--- src/rtl/seg7_scan_driver.sv ---
// Four-digit common-anode 7-segment scan driver: refresh prescaler, frame-synchronous commit of
// CPU writes, and registered anode/segment outputs. Define SEG7_LZB_EN for leading-zero blanking.
module seg7_scan_driver #(
  parameter int unsigned PRESCALE = 50000
) (
  input  logic        clck_i,
  input  logic        rst_i,
  input  logic        wr_en_i,
  input  logic [15:0] wr_data_i,
  input  logic [3:0]  dp_wr_i,
  input  logic        blank_i,
  input  logic [1:0]  digit_sel_i,
  output logic        scan_tick_o,
  output logic        pending_o,
  output logic [3:0]  an_o,
  output logic [6:0]  seg_o,
  output logic        dp_o
);

  localparam int unsigned CntW = (PRESCALE > 1) ? $clog2(PRESCALE) : 1;
  localparam logic [CntW-1:0] CntMax = CntW'(PRESCALE - 1);

  logic [CntW-1:0] r_presc;
  logic            r_tick;
  logic [1:0]      r_prev_sel;
  logic [15:0]     r_shadow_data;
  logic [3:0]      r_shadow_dp;
  logic [15:0]     r_active_data;
  logic [3:0]      r_active_dp;
  logic            r_pending;
  logic [3:0]      r_an;
  logic [6:0]      r_seg;
  logic            r_dp;

  logic            w_boundary;
  logic [3:0]      w_nib;
  logic [6:0]      w_seg;
  logic [3:0]      w_an;
  logic [3:0]      w_lzb_mask;

  assign w_boundary = (r_prev_sel == 2'd3) && (digit_sel_i == 2'd0);

  always_ff @(posedge clck_i) begin
    if (rst_i) begin
      r_presc <= '0;
      r_tick  <= 1'b0;
    end else begin
      r_presc <= (r_presc == CntMax) ? '0 : r_presc + 1'b1;
      r_tick  <= (r_presc == CntMax);
    end
  end

  // A write coincident with a commit: active takes the old shadow, new data stays pending.
  always_ff @(posedge clck_i) begin
    if (rst_i) begin
      r_prev_sel    <= 2'd0;
      r_shadow_data <= 16'h0000;
      r_shadow_dp   <= 4'h0;
      r_active_data <= 16'h0000;
      r_active_dp   <= 4'h0;
      r_pending     <= 1'b0;
    end else begin
      r_prev_sel <= digit_sel_i;
      if (w_boundary && r_pending) begin
        r_active_data <= r_shadow_data;
        r_active_dp   <= r_shadow_dp;
      end
      if (wr_en_i) begin
        r_shadow_data <= wr_data_i;
        r_shadow_dp   <= dp_wr_i;
        r_pending     <= 1'b1;
      end else if (w_boundary) begin
        r_pending <= 1'b0;
      end
    end
  end

  always_comb begin
    w_nib = r_active_data[{digit_sel_i, 2'b00} +: 4];
    w_seg = 7'b1111111;
    unique case (w_nib)
      4'h0: w_seg = 7'b1000000;
      4'h1: w_seg = 7'b1111001;
      4'h2: w_seg = 7'b0100100;
      4'h3: w_seg = 7'b0110000;
      4'h4: w_seg = 7'b0011001;
      4'h5: w_seg = 7'b0010010;
      4'h6: w_seg = 7'b0000010;
      4'h7: w_seg = 7'b1111000;
      4'h8: w_seg = 7'b0000000;
      4'h9: w_seg = 7'b0010000;
      4'hA: w_seg = 7'b0001000;
      4'hB: w_seg = 7'b0000011;
      4'hC: w_seg = 7'b1000110;
      4'hD: w_seg = 7'b0100001;
      4'hE: w_seg = 7'b0000110;
      4'hF: w_seg = 7'b0001110;
      default: w_seg = 7'b1111111;
    endcase
  end

  always_comb begin
    w_lzb_mask    = 4'b0000;
`ifdef SEG7_LZB_EN
    // Digit k goes dark when it and every digit to its left is zero with no decimal point.
    w_lzb_mask[1] = (r_active_data[15:4] == 12'h000) && !r_active_dp[1];
    w_lzb_mask[2] = (r_active_data[15:8] == 8'h00) && !r_active_dp[2];
    w_lzb_mask[3] = (r_active_data[15:12] == 4'h0) && !r_active_dp[3];
`endif
    w_an = ~(4'b0001 << digit_sel_i) | w_lzb_mask;
  end

  always_ff @(posedge clck_i) begin
    if (rst_i || blank_i) begin
      r_an  <= 4'hF;
      r_seg <= 7'h7F;
      r_dp  <= 1'b1;
    end else begin
      r_an  <= w_an;
      r_seg <= w_seg;
      r_dp  <= ~r_active_dp[digit_sel_i];
    end
  end

  assign scan_tick_o = r_tick;
  assign pending_o   = r_pending;
  assign an_o        = r_an;
  assign seg_o       = r_seg;
  assign dp_o        = r_dp;

endmodule

--- config.mk ---
export PLATFORM = sky130hd
export DESIGN_NAME = seg7_scan_driver
export DESIGN_NICKNAME = d
export VERILOG_FILES = /design/src/rtl/seg7_scan_driver.sv
export SDC_FILE = /design/constraint.sdc
export NUM_CORES = 1
export LEC_CHECK = 0
export ABC_CLOCK_PERIOD_IN_PS = 2500
export CORE_ASPECT_RATIO = 1.5
export CORE_MARGIN = 4
export CORE_UTILIZATION = 30
export DETAILED_ROUTE_END_ITERATION = 10
export GPL_ROUTABILITY_DRIVEN = 1
export PLACE_DENSITY = 0.47
export SYNTH_ARGS = -nofsm -noshare
export SYNTH_HDL_FRONTEND = slang
export SYNTH_SLANG_ARGS = --single-unit
--- constraint.sdc ---
create_clock -name clck_i -period 2.5 [get_ports clck_i]
set_input_delay 0.375 -clock clck_i [delete_from_list [all_inputs] [get_ports clck_i]]
set_output_delay 0.375 -clock clck_i [all_outputs]
set_load 0.005 [all_outputs]
==> results.toml <==
[floorplanning]
rows = 43
die_w_um = 87.8
die-height_um = 128
die-area_mm2 = 0.0112
start_util = 0.308
io_pins = 40
coreArea_mm2 = 0.00931

[cells_and_area]
num_antenna_cells = 0
syn2layout_area_growth_pct = 29.7
nets = 380
fin_cells = 464
n_fill_cell = 960
fin_util = 0.399
drive_gt1_frac = 0.0994

[sta]
maxSlewHeadroom = 0.590
fin_worst_skew_ps = 4.04
rsz0062_at_grt = "false"
hold_viol = 0
maxSlewViolCount = 0
worst_slew_pin_slew_ps = 613
finalSetupViolCount = 0
min_period_over_period = 0.922
fmax_ghz = 0.434
finalCriticalPeriod_ps = 2300

[logic_synthesis]
synthArstFlopShare = 0
syn_area_mm2 = 0.00287
synth.avg_cell_area_um2 = 9.49
ys_ff_latch = 72
syn_nets = 335
synth_cells = 302
yosysSeqAreaShare = 0.503
ys_warn_count = 0
ys_types = 34
ys.flop_type = "dfxtp_1"
synth_edf_count = 0

[routing]
postRouteAntennaNets = 0
wl_per_cell_um = 13.1
wl_um = 6090
drt_iter0_drc = 111
drc_errors = 0
avgViaCountPerCell = 4.75
firstDrtPassIters = 4
vias = 2202

[clock_tree]
post_cts_buffers = 0
cts.path.max_buffers = 2
clock_latency_ps = 330
path_clk_slew_ps = 50
htreeDepth = 3
cts_sinks = 72
postCtsResizedCells = 0
cts_tree = "done"
cts_hold_buf = 0
cts-root-buf = "clkbuf_16"
cts_made_buffers = 9

[critical_path]
path_common_cell = "inv_1"
worst-endpoint-arrival_ps = 2520
required_ps = 2720
cp_slowest_stage_delay_ps = 590
endpoint_kind = "register"
crit_chain = "clkdlybuf4s50_1 > mux4_2 > inv_1 > ha_1 > inv_1 > mux4_1 > or2_1"
worstPathMaxFanout = 4
crit_slowest_cell = "mux4_2"
start_kind = "input pin"
crit_type = "input pin to register"

[grt]
antenna_found_initial = 1
grt_pass1_vias = 2229
grt_pass1_wl_um = 10500
grt_remaining_overflow = 0
grt_max_degree = 46
grt_use_total = 0.121

[hold_path]
hold_class = "register to register"

[power]
powerDensity_mw_per_mm2 = 706
cellLeakagePower_nw = 1.43
peakVddDrop_uv = 406

[status]
status = "finished, final reports clean"

[placed_design]
portBuffers = 39
hpwlAfterDp_um = 4350
place_congestion = 0.759
dp.cells = 448

[job]
drv_cap = 0
==> cell type report <==
class,count,area (um2),area share
Inverter,5,18.8,0.00505
Tap cell,112,140,0.0377
Clock buffer,13,260,0.0700
Clock inverter,3,40.0,0.0108
Timing Repair Buffer,54,503,0.135
Multi-Input combinational cell,205,1310,0.353
Sequential cell,72,1440,0.388
==> metal layers <==
metal / part of all wire / global-route usage / vias up
met3: 0.044 / 0.0334 / 15
met4: 0.026 / 0.0659 / 2
met2: 0.52 / 0.205 / 40
met1: 0.41 / 0.136 / 1029
met5: 0.0013 / 0 / -
li1: - / - / 1116
==> placed cells by master, fill, tap and decap left out, types with 3 or more instances in the layout <==
| cell type | synthesis | layout |
|---|---|---|
| inv_1 | 5 | 5 |
| mux2i_1 | 21 | 21 |
| nand2b_1 | 3 | 3 |
| buf_4 | 0 | 15 |
| a21oi_1 | 25 | 25 |
| and4_1 | 4 | 4 |
| dfxtp_1 | 72 | 72 |
| xor2_1 | 10 | 10 |
| o21ai_0 | 3 | 3 |
| clkdlybuf4s50_1 | 0 | 39 |
| ha_1 | 7 | 7 |
| or3_1 | 3 | 3 |
| nor2_1 | 39 | 39 |
| nand2_1 | 47 | 47 |
| clkbuf_16 | 0 | 9 |
| nand3_1 | 8 | 8 |
| mux4_2 | 5 | 5 |
| nand4_1 | 6 | 6 |
==> cell usage after synthesis, drive strengths merged (3+ instances only) <==
cell type | count | share of area
o21ai | 4 | 0.0070
nor2 | 39 | 0.051
nand2 | 47 | 0.062
a21oi | 25 | 0.044
inv | 5 | 0.0066
xor2 | 10 | 0.031
or3 | 3 | 0.0066
and4 | 4 | 0.012
mux2i | 21 | 0.073
nand3 | 8 | 0.014
buf | 8 | 0.016
ha | 7 | 0.031
clkbuf | 12 | 0.016
or2 | 3 | 0.0066
dfxtp | 72 | 0.50
nand4 | 6 | 0.013
mux4 | 6 | 0.048
nand2b | 3 | 0.0066
==> path summary, 6_finish.rpt <==
| check | startpoint | endpoint | slack, ps | depth (start not counted) |
|---|---|---|---|---|
| worst max-delay path | digit_sel_i[0] | seg_o[3] | 200 | 7 |
| worst min-delay path | r_shadow_dp[3] | r_active_dp[3] | 450 | 2 |
| worst max register to register | r_active_data[13] | seg_o[3] | 570 | 6 |
| worst min register to register | r_shadow_dp[3] | r_active_dp[3] | 450 | 2 |
==> cells by family (layout without fill, tap and decap cells) <==
family / Yosys count / after routing / synth area share
muxes: 29 / 29 / 0.130
adders and majority gates: 7 / 7 / 0.0306
AOI/OAI and AO/OA: 35 / 35 / 0.0664
and+or+nand+nor: 122 / 122 / 0.195
DFF: 72 / 72 / 0.503
buffers and inverters: 25 / 75 / 0.0384
xor gates and xnor gates: 12 / 12 / 0.0367
==> where the power goes <==
| part | total (mW) | switching [mW] | internal [mW] |
|---|---|---|---|
| registers | 1.20 | 0.0170 | 1.18 |
| logic | 0.146 | 0.0615 | 0.0844 |
| clock network | 1.28 | 0.456 | 0.823 |
==> flip-flops by register name, summed over array words and instances (netlist names) <==
signal,count
dp_o,1
scan_tick_o,1
an_o,4
r_presc,16
seg_o,7
r_active_dp,4
r_prev_sel,2
r_active_data,16
r_shadow_data,16
pending_o,1
r_shadow_dp,4
==> critical path, delay by kind of cell <==
family,cells,cell delay (ps)
multiplexers,2,1060
buffers and inverters,3,740
AND/OR/NAND/NOR,1,210
adder cells (fa/ha/maj),1,140
==> metrics by stage <==
step	total power, mW	setup WS (ps)	hold WS [ps]	TNS [ps]	cell area (um2)
6_report	2.62	195	447	0	3720
5_1_grt	2.74	134	468	0	3720
4_1_cts	2.68	193	452	0	3720
3_5_place_dp	1.37	-156	443	-161	3420
3_3_place_gp	1.37	-120	441	-120	3420
2_1_floorplan	1.29	382	426	0	2870
Power figures use the tool's default switching activity.
